==> src/rtl/dmips_pkg.sv <==
// Shared register-file constants, the write-arbiter state type and a one-hot helper
// used to build the pending-write scoreboard.
package dmips_pkg;

  localparam int REG_ADDR_W = 5;
  localparam int NUM_REGS   = 32;
  localparam logic [REG_ADDR_W-1:0] REG_ZERO = 5'd0;

  typedef enum logic {
    ST_NORM  = 1'b0,
    ST_FORCE = 1'b1
  } arb_state_e;

  // r0 maps to no bit, so it can never appear as pending.
  function automatic logic [NUM_REGS-1:0] reg_onehot(input logic [REG_ADDR_W-1:0] r);
    reg_onehot = '0;
    if (r != REG_ZERO) reg_onehot[r] = 1'b1;
  endfunction

endpackage

==> src/rtl/wb_fifo.sv <==
// Port-B writeback buffer. It exposes every slot plus an occupancy mask so that the
// arbiter can see all queued destinations, not only the head.
module wb_fifo #(
  parameter int WIDTH = 37,
  parameter int DEPTH = 4
) (
  input  logic                         clk,
  input  logic                         rst_n,
  input  logic                         push,
  input  logic                         pop,
  input  logic [WIDTH-1:0]             din,
  output logic                         full,
  output logic                         empty,
  output logic [WIDTH-1:0]             head,
  output logic [DEPTH-1:0][WIDTH-1:0]  entries,
  output logic [DEPTH-1:0]             occupied
);

  localparam int PW = $clog2(DEPTH);

  logic [PW-1:0]             wr_ptr;
  logic [PW-1:0]             rd_ptr;
  logic [PW:0]               count;
  logic [DEPTH-1:0][WIDTH-1:0] mem;
  logic [DEPTH-1:0]          occ;
  logic                      do_push;
  logic                      do_pop;

  assign full     = (count == (PW+1)'(DEPTH));
  assign empty    = (count == '0);
  assign do_push  = push & ~full;
  assign do_pop   = pop & ~empty;
  assign head     = mem[rd_ptr];
  assign entries  = mem;
  assign occupied = occ;

  // Push and pop never target the same slot: that needs empty or full, which blocks one side.
  always_ff @(posedge clk or negedge rst_n) begin
    if (!rst_n) begin
      wr_ptr <= '0;
      rd_ptr <= '0;
      count  <= '0;
      occ    <= '0;
      mem    <= '0;
    end else begin
      if (do_push) begin
        mem[wr_ptr] <= din;
        occ[wr_ptr] <= 1'b1;
        wr_ptr      <= wr_ptr + 1'b1;
      end
      if (do_pop) begin
        occ[rd_ptr] <= 1'b0;
        rd_ptr      <= rd_ptr + 1'b1;
      end
      case ({do_push, do_pop})
        2'b10:   count <= count + 1'b1;
        2'b01:   count <= count - 1'b1;
        default: count <= count;
      endcase
    end
  end

endmodule

==> src/rtl/regfile_write_arbiter.sv <==
// Shares the single regfile write port between the pipeline (A, priority) and a buffered
// multi-cycle unit (B), with same-register ordering, anti-starvation and a pending scoreboard.
//
// state | meaning
// NORM  | A has priority unless its target is queued in B; otherwise the B head drains
// FORCE | B head waited too long: A is held off for one cycle and the head is written
module regfile_write_arbiter
  import dmips_pkg::*;
#(
  parameter int DATA_WIDTH   = 32,
  parameter int FIFO_DEPTH   = 4,
  parameter int STARVE_LIMIT = 8
) (
  input  logic                  clk,
  input  logic                  rst_n,
  input  logic                  a_valid,
  output logic                  a_ready,
  input  logic [4:0]            a_wa,
  input  logic [DATA_WIDTH-1:0] a_wd,
  input  logic                  b_valid,
  output logic                  b_ready,
  input  logic [4:0]            b_wa,
  input  logic [DATA_WIDTH-1:0] b_wd,
  output logic                  regwrite,
  output logic [4:0]            wa,
  output logic [DATA_WIDTH-1:0] wd,
  output logic [31:0]           pending
);

  localparam int EW = REG_ADDR_W + DATA_WIDTH;
  localparam int SW = $clog2(STARVE_LIMIT) + 1;

  arb_state_e                    state;
  arb_state_e                    state_nxt;
  logic [SW-1:0]                 starve_cnt;
  logic [SW-1:0]                 starve_nxt;
  logic                          fifo_full;
  logic                          fifo_empty;
  logic                          push;
  logic                          pop;
  logic                          grant_a;
  logic [EW-1:0]                 head;
  logic [FIFO_DEPTH-1:0][EW-1:0] entries;
  logic [FIFO_DEPTH-1:0]         occupied;
  logic [REG_ADDR_W-1:0]         head_wa;
  logic [DATA_WIDTH-1:0]         head_wd;

  assign b_ready = ~fifo_full;
  // r0 writes are accepted on B but simply dropped.
  assign push    = b_valid & ~fifo_full & (b_wa != REG_ZERO);
  assign head_wa = head[EW-1 -: REG_ADDR_W];
  assign head_wd = head[DATA_WIDTH-1:0];

  wb_fifo #(
    .WIDTH (EW),
    .DEPTH (FIFO_DEPTH)
  ) u_fifo (
    .clk      (clk),
    .rst_n    (rst_n),
    .push     (push),
    .pop      (pop),
    .din      ({b_wa, b_wd}),
    .full     (fifo_full),
    .empty    (fifo_empty),
    .head     (head),
    .entries  (entries),
    .occupied (occupied)
  );

  // Rebuilt from live slots, so a duplicate target stays pending until its last copy pops.
  always_comb begin
    pending = '0;
    for (int i = 0; i < FIFO_DEPTH; i++) begin
      if (occupied[i]) pending = pending | reg_onehot(entries[i][EW-1 -: REG_ADDR_W]);
    end
  end

  always_comb begin
    state_nxt  = state;
    starve_nxt = starve_cnt;
    a_ready    = 1'b0;
    grant_a    = 1'b0;
    pop        = 1'b0;
    case (state)
      ST_NORM: begin
        a_ready = ~pending[a_wa];
        if (a_valid && a_ready) begin
          grant_a = 1'b1;
          if (fifo_empty)                                 starve_nxt = '0;
          else if (starve_cnt == SW'(STARVE_LIMIT - 1))   state_nxt  = ST_FORCE;
          else                                            starve_nxt = starve_cnt + 1'b1;
        end else begin
          pop        = ~fifo_empty;
          starve_nxt = '0;
        end
      end
      ST_FORCE: begin
        pop        = ~fifo_empty;
        starve_nxt = '0;
        state_nxt  = ST_NORM;
      end
      default: state_nxt = ST_NORM;
    endcase
  end

  always_ff @(posedge clk or negedge rst_n) begin
    if (!rst_n) begin
      state      <= ST_NORM;
      starve_cnt <= '0;
      regwrite   <= 1'b0;
      wa         <= '0;
      wd         <= '0;
    end else begin
      state      <= state_nxt;
      starve_cnt <= starve_nxt;
      if (grant_a) begin
        regwrite <= (a_wa != REG_ZERO);
        wa       <= a_wa;
        wd       <= a_wd;
      end else if (pop) begin
        regwrite <= 1'b1;
        wa       <= head_wa;
        wd       <= head_wd;
      end else begin
        regwrite <= 1'b0;
      end
    end
  end

endmodule

==> config.mk <==
export PLATFORM = sky130hd
export DESIGN_NAME = regfile_write_arbiter
export DESIGN_NICKNAME = d
export VERILOG_FILES = /design/src/rtl/dmips_pkg.sv /design/src/rtl/wb_fifo.sv /design/src/rtl/regfile_write_arbiter.sv
export SDC_FILE = /design/constraint.sdc
export NUM_CORES = 1
export LEC_CHECK = 0
export BUFFER_PORTS_ARGS = -buffer_cell sky130_fd_sc_hd__buf_4
export CORE_ASPECT_RATIO = 1.75
export CORE_MARGIN = 10
export CORE_UTILIZATION = 35
export DETAILED_ROUTE_END_ITERATION = 8
export PLACE_DENSITY_LB_ADDON = 0.12
export SLEW_MARGIN = 40
export SYNTH_ARGS = -nofsm -noshare
export SYNTH_HDL_FRONTEND = slang
export SYNTH_HIERARCHICAL = 1
export SYNTH_SLANG_ARGS = --single-unit
==> constraint.sdc <==
create_clock -name clk -period 7.5 [get_ports clk]
set_clock_uncertainty 0.2 [all_clocks]
set_input_delay 0.75 -clock clk [delete_from_list [all_inputs] [get_ports clk]]
set_output_delay 0.75 -clock clk [all_outputs]
set_load 0.05 [all_outputs]
# [After elaboration in Yosys (flattened, before gate mapping)]
# Cells that the tools add are included.
[totals] reg_bits=202 input_bits=78 out_inout_bits=72 elab_cells=118
[op_classes] n_addsub=5 order_cmp=13 eq_ne=5 mux=52 bitwise_logic=14 n_reduce_logical=16
[ops] operator="$mux W32" n=13
[ops] operator="$bwmux W148" n=1
[ops] operator="$or A32 B32 Y32" n=3
[ops] operator="$bmux W37 S2" n=1
[ops] operator="$demux W37 S2" n=1
[ops] operator="$mux W37" n=2
[ops] operator="$lt A5 B6 Y1 const B" n=5
[ops] operator="$reduce_bool A5 Y1" n=6
[ops] operator="$demux W1 S5" n=4
[ops] operator="$ge A5 B1 Y1 const B" n=4
[ops] operator="$mux W4" n=5
[ops] operator="$mux W1" n=16
[ops] operator="$mux W5" n=2
[ops] operator="$pmux W4 S2" n=1
[ops] operator="$logic_and A1 B1 Y1" n=7
[ops] operator="$lt A2 B3 Y1 const B" n=2
[ops] operator="$pmux W3 S2" n=1
[ops] operator="$bmux W1 S5" n=1
[ops] operator="$add A2 B1 Y2 const B" n=2
[ops] operator="$add A4 B1 Y4 const B" n=1
[ops] operator="$and A1 B1 Y1" n=4
[ops] operator="$and A4 B4 Y4" n=1
[ops] operator="$demux W1 S2" n=2
[ops] operator="$eq A4 B3 Y1 const B" n=1
[ops] operator="other kinds (13)" n=19

# [Longest topological paths before layout]
# Gate-level depths: netlist (run 1).
[depth] ltp_word=21 ltp_mapped=18 depth_no_buf=15

# [By module]
# The synthesis (run 1) kept the hierarchy.
[modules_own_cells] module="wb_fifo" n_inst=1 cells_each=411 area_per_inst_um2=7035.5 seq_area_each_um2=3978.8
[modules_own_cells] module="regfile_write_arbiter" n_inst=1 cells_each=356 area_per_inst_um2=3766.1 seq_area_each_um2=1076.0

# [Worst setup path before layout (run 1)]
# No wires, ideal clock.
[synth_timing] kind="register to register" startpoint="reg u_fifo.occ[0], in the netlist u_fifo/occupied[0]" endpoint="reg u_fifo.count[2]" setup_time_ns=0.125 arrival_time_ns=4.066 t_required_ns=7.175 slack_ns=3.109 stages_incl_launch_ff=19 n_path_buf=3 synth_period_minus_slack_ns=4.391 path_cell_list="dfrtp_1 -> buf_6 -> nor4bb_1 -> a22oi_1 -> o221ai_1 -> mux2_2 -> a2111oi_1 -> nand3_1 -> a21oi_4 -> buf_6 -> nor2_1 -> nor2b_1 -> clkbuf_1 -> ha_1 -> inv_1 -> fa_1 -> xor2_1 -> nor2_1 -> xor2_1"
[synth_via] elab_chain_len=16 elab_cells_between_ends=18 cone_classes="eq/ne (2); mux (9); bitwise (5); reduce/logical (2)"
[synth_lines] item="start, declared" line="wb_fifo.sv:25" rtl="logic [DEPTH-1:0] occ;"
[synth_lines] item="start signal, assigned" line="wb_fifo.sv:43" rtl="occ <= '0;"
[synth_lines] item="start signal, assigned by index" line="wb_fifo.sv:48" rtl="occ[wr_ptr] <= 1'b1;"
[synth_lines] item="start signal, assigned by index" line="wb_fifo.sv:52" rtl="occ[rd_ptr] <= 1'b0;"
[synth_lines] item="$mux W32 *" line="regfile_write_arbiter.sv:74" rtl="if (occupied[i]) pending = pending | reg_onehot(entries[i][EW-1 -: REG_ADDR_W]);"
[synth_lines] item="$or A32 B32 Y32" line="regfile_write_arbiter.sv:74"
[synth_lines] item="$mux W32 *" line="regfile_write_arbiter.sv:74"
[synth_lines] item="$or A32 B32 Y32" line="regfile_write_arbiter.sv:74"
[synth_lines] item="$mux W32 *" line="regfile_write_arbiter.sv:74"
[synth_lines] item="$or A32 B32 Y32" line="regfile_write_arbiter.sv:74"
[synth_lines] item="$mux W32 *" line="regfile_write_arbiter.sv:74"
[synth_lines] item="via pending[4]" line="regfile_write_arbiter.sv:27" rtl="output logic [31:0] pending"
[synth_lines] item="[2 not listed]"
[synth_lines] item="$not A1 Y1 *" line="regfile_write_arbiter.sv:86" rtl="a_ready = ~pending[a_wa];"
[synth_lines] item="$logic_and A1 B1 Y1 *" line="regfile_write_arbiter.sv:87" rtl="if (a_valid && a_ready) begin"
[synth_lines] item="$mux W1 *" line="regfile_write_arbiter.sv:87"
[synth_lines] item="$pmux W1 S2 *" line="regfile_write_arbiter.sv:84" rtl="case (state)"
[synth_lines] item="via pop" line="regfile_write_arbiter.sv:40" rtl="logic pop;"
[synth_lines] item="$and A1 B1 Y1 *" line="wb_fifo.sv:32" rtl="assign do_pop = pop & ~empty;"
[synth_lines] item="$eq A2 B1 Y1 / $eq A2 B2 Y1 (equally long branches)" line="wb_fifo.sv:55" rtl="case ({do_push, do_pop})"
[synth_lines] item="$pmux W3 S2 / $reduce_bool A2 Y1 (equally long branches)"
[synth_lines] item="end signal, assigned" line="wb_fifo.sv:56" rtl="2'b10: count <= count + 1'b1;"
[synth_lines] item="end signal, assigned" line="wb_fifo.sv:57" rtl="2'b01: count <= count - 1'b1;"
[synth_lines] item="end signal, assigned" line="wb_fifo.sv:58" rtl="default: count <= count;"
[synth_lines] item="end, declared" line="wb_fifo.sv:23" rtl="logic [PW:0] count;"
# Mark *: on every way through the listed nets, which the timed path passes. The rest lies on a longest branch. The select of a mux whose other input is x is not followed.
# A chain may end at the register's enable or synchronous reset.

# [Worst setup path after layout (run 1)]
[layout_timing] startpoint="reg u_fifo.mem, in the netlist u_fifo/entries[34]" endpoint="reg u_fifo.count[2]"
[layout_via] elab_chain_len=21 elab_cells_between_ends=25 cone_classes="order compare (2); eq/ne (2); mux (12); bitwise (5); reduce/logical (4)"
[layout_lines] item="start, declared" line="wb_fifo.sv:24" rtl="logic [DEPTH-1:0][WIDTH-1:0] mem;"
[layout_lines] item="start signal, assigned by index" line="wb_fifo.sv:47" rtl="mem[wr_ptr] <= din;"
[layout_lines] item="$lt A5 B6 Y1 (not written as such) / $ge A5 B1 Y1 (equally long branches)" line="dmips_pkg.sv:17" rtl="if (r != REG_ZERO) reg_onehot[r] = 1'b1;"
[layout_lines] item="$logic_and A1 B1 Y1 (not written as such)" line="dmips_pkg.sv:17"
[layout_lines] item="$mux W1 (not written as such)" line="dmips_pkg.sv:17"
[layout_lines] item="$demux W1 S5" line="dmips_pkg.sv:17"
[layout_lines] item="$mux W32 *" line="dmips_pkg.sv:17"
[layout_lines] item="$mux W32 *" line="regfile_write_arbiter.sv:74"
[layout_lines] item="$or A32 B32 Y32" line="regfile_write_arbiter.sv:74"
[layout_lines] item="$mux W32 *" line="regfile_write_arbiter.sv:74"
[layout_lines] item="[6 not listed]"
[layout_lines] item="$not A1 Y1 *" line="regfile_write_arbiter.sv:86"
[layout_lines] item="$logic_and A1 B1 Y1 *" line="regfile_write_arbiter.sv:87"
[layout_lines] item="$mux W1 *" line="regfile_write_arbiter.sv:87"
[layout_lines] item="$pmux W1 S2 *" line="regfile_write_arbiter.sv:84"
[layout_lines] item="via pop" line="regfile_write_arbiter.sv:40"
[layout_lines] item="$and A1 B1 Y1 *" line="wb_fifo.sv:32"
[layout_lines] item="$eq A2 B1 Y1 / $eq A2 B2 Y1 (equally long branches)" line="wb_fifo.sv:55"
[layout_lines] item="$pmux W3 S2 / $reduce_bool A2 Y1 (equally long branches)"
# Marks and branches as above.

==> run_results.csv, run 1 <==
group,metric,value,unit
outcome,outcome,"completed",
clock_network,cts_resized,0,
drt,via_count,7196,
synth,async_flop_share,100.0,%
sta,hold_slack,0.03260,ns
synth,synth-seq-cells,202,
cells_and_area,layout-drive-gt1-share,52.17,%
cells_and_area,fin_util,42.36,%
sta,worstMarginPinSlew,0.7825,ns
drt,ant_nets,0,
clock_network,clk_pin_slew,0.06,ns
sta,max_freq,215.7,MHz
drt,drt_iter0_markers,307,
synth,syn_nets,856,
setup_path,crit_chain,"or4b_2, o22a_1, nor4b_1, a211oi_1, a2111oi_1, nand3_1, a21oi_4, buf_6, nor2_1, nor2b_1, ha_1, inv_1, fa_1, xor2_1, nor2_1, xor2_1",
drt,post_drt_wl_per_cell,23.70,um
synth,syn_area,10800,sq um
floorplan,ioPinCount,150,
sta,finalHoldViolations,0,
setup_path,slowest_stage,"or4b_2",
setup_path,critPathMaxFanout,43,
synth,synth_flop_cell,"dfrtp_1",
sta,finalSetupTns,0,ns
setup_path,worstSetupEndpointType,"register",
clock_network,cts_htree_levels,1,
cells_and_area,layout.nets,994,
pwr,ir_drop,0.2391,mV
pwr,p_leak,5.507,nW
synth,ys_types,63,
synth,synth_cells,767,
global_routing,grt_pass1_wl,48420,um
floorplan,die_h,252.4,um
floorplan,core,30630,sq um
clock_network,clock_latency,0.50,ns
setup_path,cp-start-kind,"register",
drt,drt-vias-per-instance,5.489,
synth,synth_edf_count,0,
drt,drc,0,
sta,slew_viol_final,0,
clock_network,numCtsBuffers,22,
global_routing,grt_usage,15.76,%
clock_network,hold_buffers,0,
sta,setup_viol,0,
global_routing,grt_overflow_total,0,
floorplan,die_x,152.8,um
run,maxCapViolCount,0,
synth,ys_seq_area_share,46.80,%
placement,dp_hpwl,22020,um
global_routing,grt_pass1_vias,8032,
placement,portBuffers,148,
drt,drt_wl_total,31070,um
setup_path,cpPeakStageDelay,0.74,ns
sta,min_period_over_period,61.83,%
clock_network,clock_path_buffers,3,
setup_path,crit_type,"reg2reg",
global_routing,antenna_found_initial,1,
floorplan,die_area,38560,sq um
global_routing,grt_start_max_net_pins,108,
worst_hold_path,hold_class,"in2async",
synth,synth_warnings,6,
cells_and_area,area_delta_synth_final,20.12,%
clock_network,clock-sinks,202,
drt,drt-pass1-iter-count,4,
placement,place_congestion,0.9553,
sta,slew_headroom,47.13,%
sta,min_period,4.637,ns
floorplan,placementRows,85,
synth,synth_area_per_cell,14.08,sq um
cells_and_area,antenna_cells,0,
sta,rsz0062_at_grt,"no",
clock_network,cts_setup_buffers,0,
clock_network,cts_root_buffer,"clkbuf_16",
floorplan,initial_utilization,35.27,%
pwr,power_density,491.6,nW/um^2
setup_path,cp.required,7.72,ns
clock_network,cts_tree,"done",
setup_path,cp_data_arrival_time,4.86,ns
==> final timing paths <==
kind,slack [ns],end,cells past startpoint,start
worst max-delay path,2.86,u_fifo/count[2],16,u_fifo/entries[34]
worst min-delay path,0.03,u_fifo/entries[61],1,rst_n
worst max register to register,2.86,u_fifo/count[2],16,u_fifo/entries[34]
worst min register to register,0.30,u_fifo/entries[128],1,u_fifo/entries[128]
max in group asynchronous,6.09,u_fifo/wr_ptr[0],3,rst_n
min in group clk,0.27,wd[22],2,a_wd[22]
==> flip-flops by register name, summed over array words and instances (netlist names) <==
register / count
state: 1
starve_cnt: 4
u_fifo/wr_ptr: 2
wd: 32
u_fifo/occupied: 4
u_fifo/entries: 148
u_fifo/rd_ptr: 2
u_fifo/count: 3
regwrite: 1
wa: 5
==> kinds of logic (layout without fill, tap and decap cells) <==
family / after synthesis / after routing / share of synthesized area [%]
AND/OR/NAND/NOR: 133 / 133 / 8.178
buffers and inverters: 61 / 214 / 3.730
flip-flops: 202 / 202 / 46.80
XOR/XNOR: 6 / 6 / 0.4865
AO/OA/AOI/OAI: 87 / 87 / 6.695
adder cells (fa/ha/maj): 11 / 11 / 1.344
multiplexers: 266 / 266 / 32.73
other: 1 / 1 / 0.03472
==> metal layers <==
| metal | vias to the layer above | part of all wire (%) | track usage (%) |
|---|---|---|---|
| met2 | 237 | 54 | 29.77 |
| met1 | 3675 | 37 | 16.36 |
| met5 | - | 0.026 | 0 |
| met3 | 73 | 4.9 | 3.032 |
| met4 | 2 | 4.2 | 7.080 |
| li1 | 3209 | - | - |
==> stage by stage <==
step	std cells	instance area, sq um	setup slack [ns]	total power (W)
2_1_floorplan	767	10800	3.109	0.004424
3_3_place_gp	1271	12180	2.711	0.005266
3_5_place_dp	1271	12200	2.715	0.005309
4_1_cts	1310	12940	2.719	0.006464
5_1_grt	1311	12970	2.582	0.006765
6_report	1311	12970	2.863	0.006378
==> cell usage after synthesis, drive strengths merged, types with 5 or more instances <==
| library cell | count | share of area (%) |
|---|---|---|
| mux2 | 220 | 24 |
| dfrtp | 202 | 47 |
| mux4 | 37 | 7.7 |
| buf | 29 | 2.6 |
| nor2 | 26 | 0.90 |
| o22a | 19 | 1.5 |
| o221ai | 18 | 1.5 |
| clkbuf | 17 | 0.61 |
| inv | 14 | 0.49 |
| nand2 | 14 | 0.49 |
| o22ai | 14 | 0.81 |
| nand2b | 12 | 0.69 |
| nand4b | 12 | 0.97 |
| ha | 10 | 1.2 |
| mux2i | 9 | 0.83 |
| nor3b | 9 | 0.96 |
| nand3 | 8 | 0.37 |
| nor2b | 7 | 0.41 |
| nor3 | 6 | 0.28 |
| or4bb | 6 | 0.63 |
| nor4bb | 5 | 0.46 |
| or2 | 5 | 0.29 |
| or4b | 5 | 0.46 |
==> critical path, delay by kind of cell, from the launching register on <==
kind                       cells  cell delay, ns
AOI/OAI and AO/OA              4            0.73
xor gates and xnor gates       2            0.30
adders and majority gates      2            0.65
and+or+nand+nor                6            1.84
DFF                            1            0.47
buffers and inverters          2            0.33
==> cell type report <==
cell class | count | area, sq um
Timing Repair Buffer | 160 | 1239
Clock buffer | 29 | 618.1
Multi-Input combinational cell | 504 | 5385
Tap cell | 391 | 489.2
Sequential cell | 202 | 5057
Inverter | 15 | 56.30
Fill cell | 2951 | 17650
Clock inverter | 10 | 130.1
==> layout by cell type (no fill, tap or decap), types with 5 or more instances in the layout <==
cell type  instances
mux2i_1            9
o22a_1            19
inv_1             14
clkinv_2           5
o22ai_1           14
nor3_1             5
ha_1              10
nor2b_1            7
mux2_2           184
nor3b_2            5
nand2_1           14
or4bb_1            6
dfrtp_1          200
o221ai_1          18
nor2_1            22
buf_4            156
or2_2              5
nand2b_1          12
clkbuf_16         24
nand3_1            8
nand4b_1          12
mux2_4            36
mux4_2            37
==> where the power goes <==
part | leakage (nW) | internal (W) | switching, W
logic | 2.73 | 0.00156 | 0.00163
registers | 2.41 | 0.00165 | 0.000411
clock network | 0.365 | 0.000683 | 0.000445
Note: power is estimated with default switching activity, not from simulation.
==> inputs of run 2 (changes only) <==
- ABC_AREA: unset -> 1
- clock period: 7.5 -> 4 ns (I/O delays scaled with it)
==> run 2 against run 1 <==
- worst setup slack worse by 2.5 ns
- global-route usage up 4.0 points
- cell area up 4.1%
- area after synthesis is 2.7% higher
- register-to-register slack got worse by 2.5 ns
- sequential power up 76%
- hold slack lost 0.023 ns
- synthesized cell count rose by 86%
- count of clock-buffer cells in the layout is 1 higher
- wire length is 28% higher
- sequential cell count stayed put
- core utilization up 0.61 points
- critical path type unchanged
- critical endpoint unchanged
- highest routed layer is now met4
==> run_results.csv, run 2 <==
group,metric,value,unit
placement,place_congestion,0.9561,
global_routing,grt_pass1_wl,62580,um
clock_network,clock_path_buffers,3,
synth,synth_flop_cell,"dfrtp_1",
sta,finalHoldViolations,0,
clock_network,cts_htree_levels,1,
setup_path,critPathMaxFanout,8,
setup_path,cp-start-kind,"register",
cells_and_area,finalInstanceArea,13500,sq um
global_routing,grt_start_max_net_pins,97,
floorplan,core,31420,sq um
drt,post_drt_wl_per_cell,19.88,um
synth,syn_nets,1512,
cells_and_area,largest_reg_flops,148,
worst_hold_path,hold_class,"in2reg",
synth,yosysTopAreaCell,"dfrtp_1",
drt,drt-pass1-iter-count,5,
sta,slew_headroom,51.21,%
placement,dp.cells,1907,
placement,dp_hpwl,27880,um
cells_and_area,final_cells,1994,
cells_and_area,layout.nets,1674,
setup_path,crit_chain,"inv_1, nand3_1, o21ai_0, nor2_1, nor2_1, nor2_1, nand3_1, nand3_2, nand2_2, nand2_4, nand2_8, nand2_1, inv_1, nand2_1, inv_1, ha_1, inv_1, fa_1, nand2_1, nand3b_1, xor2_1",
floorplan,die_h,255.5,um
cells_and_area,antenna_cells,0,
global_routing,grt_overflow_total,0,
floorplan,initial_utilization,35.29,%
sta,slew_viol_final,0,
floorplan,ioPinCount,150,
synth,synth_warnings,6,
synth,yosys-top-cells-count,"252 x nor2_1, 236 x nand2_1, 202 x dfrtp_1",
floorplan,die_x,154.6,um
sta,worstMarginPinSlew,0.7318,ns
synth,syn_area,11090,sq um
sta,setup_viol,0,
setup_path,path_buf_inv,4,
clock_network,cts_setup_buffers,0,
floorplan,placementRows,86,
cells_and_area,most-common-layout-cells,"251 x nor2_1, 236 x nand2_1, 201 x dfrtp_1",
global_routing,grt_pass1_vias,10870,
pwr,ir_drop,0.4470,mV
synth,yosysMostFrequentCell,"nor2_1",
outcome,outcome,"completed",
clock_network,cts_resized,0,
clock_network,clk_pin_slew,0.06,ns
drt,drt_iter0_markers,614,
setup_path,slowest_stage,"dfrtp_1",
sta,max_freq,275.8,MHz
drt,via_count,10280,
pwr,power_density,828.7,nW/um^2
clock_network,numCtsBuffers,20,
placement,place_area,12280,sq um
global_routing,antenna_found_initial,0,
synth,synth_edf_count,0,
setup_path,cp_data_arrival_time,3.81,ns
sta,finalSetupTns,0,ns
run,maxCapViolCount,0,
global_routing,gr-usage-met1,20.04,%
synth,synth_top_area_share,45.58,%
setup_path,cp.required,4.19,ns
global_routing,grt-busiest-layer,"met2",
drt,drc,0,
synth,synth_area_per_cell,7.793,sq um
sta,min_period,3.625,ns
floorplan,die_area,39480,sq um
cells_and_area,mostFrequentLayoutCell,"nor2_1",
setup_path,crit_type,"reg2reg",
setup_path,worstSetupEndpointType,"register",
sta,rsz0062_at_grt,"no",
synth,synth_area_leaders,"dfrtp_1 46%, nor2_1 8.5%, nand3_1 8.4%, nand2_1 8.0%, o21ai_0 6.2%",
pwr,p_leak,6.520,nW
clock_network,cts_tree,"done",
global_routing,use_met3,2.153,%
clock_network,hold_buffers,52,
sta,min_period_over_period,90.63,%
clock_network,clock_latency,0.51,ns
setup_path,cpLargestDelayFamily,"simple AND/OR/NAND/NOR gates",
synth,ys_seq_area_share,45.58,%
setup_path,cpPeakStageDelay,0.43,ns
synth,async_flop_share,100.0,%
drt,ant_nets,0,
cells_and_area,area_delta_synth_final,21.77,%
setup_path,crit_top_cell,"inv_1",
global_routing,grt_usage,19.81,%
synth,ys_types,37,
clock_network,cts_root_buffer,"clkbuf_16",
drt,drt_wl_total,39640,um
cells_and_area,layout-drive-gt1-share,16.83,%
drt,drt-vias-per-instance,5.157,
synth,synth-seq-cells,202,
global_routing,grtUsageMet2,37.53,%
placement,portBuffers,148,
clock_network,clock-sinks,202,
synth,synth_cells,1423,
run 2: cell families (layout without fill, tap and decap cells):
logic type / after synthesis / count (layout) / share of synthesized area, %
compound gates: 281 / 281 / 13.29
xor+xnor: 5 / 5 / 0.3949
fa+ha+maj: 11 / 11 / 1.309
buf+inv: 189 / 364 / 9.478
flops: 202 / 202 / 45.58
other cells: 1 / 1 / 0.03382
simple gates: 734 / 734 / 29.91
run 2: area by class of cell:
cell class | instances | area (sq um)
repair buffers | 223 | 1869
clock inverters | 5 | 53.80
fillers | 3305 | 17920
flip-flops and latches | 202 | 5056
clock buffers | 30 | 639.4
well taps | 396 | 495.5
inverters | 106 | 397.9
multi-input cells | 1032 | 4991
run 2: per-layer routing:
layer  wire length (um)  part of all wire, %
met1              14220                   36
met2              21650                   55
met3               1321                  3.3
met4               2451                  6.2
met5                  0                    0
run 2: power by group:
group	internal [W]	total, W	leakage [nW]	switching, W
Combinational	0.00169	0.00561	3.64	0.00392
Sequential	0.00298	0.00362	2.53	0.000641
Clock	0.00117	0.00196	0.347	0.000795
Total	0.00583	0.0112	6.52	0.00536
run 2: through the flow:
stage               power [W]  utilization [%]  worst slack [ns]  hold WS, ns
finish                0.01119            42.98            0.3748      0.01005
global route          0.01204            42.98           0.04394      0.01294
CTS                   0.01132            42.96            0.4167    0.0004386
detailed placement   0.009273            39.10            0.3940       0.2680
global placement     0.009219            39.08            0.3530       0.2615
floorplan            0.007438                -            0.1779     -0.09559
run 2: worst paths after layout:
path                       cells past startpoint                 from  slack, ns                   to
max in group asynchronous                      3                rst_n       2.40   u_fifo/entries[57]
max                                           21  u_fifo/entries[144]       0.37      u_fifo/count[2]
min in group asynchronous                      2                rst_n       0.32  u_fifo/entries[121]
min reg2reg                                    2   u_fifo/entries[77]       0.28   u_fifo/entries[77]
max reg2reg                                   21  u_fifo/entries[144]       0.37      u_fifo/count[2]
min                                            3              b_wd[8]       0.01  u_fifo/entries[119]
run 2: tightest hold or removal path: cells and delay by family:
family,cells,cell delay (ns)
buf+inv,2,0.14
compound gates,1,0.13
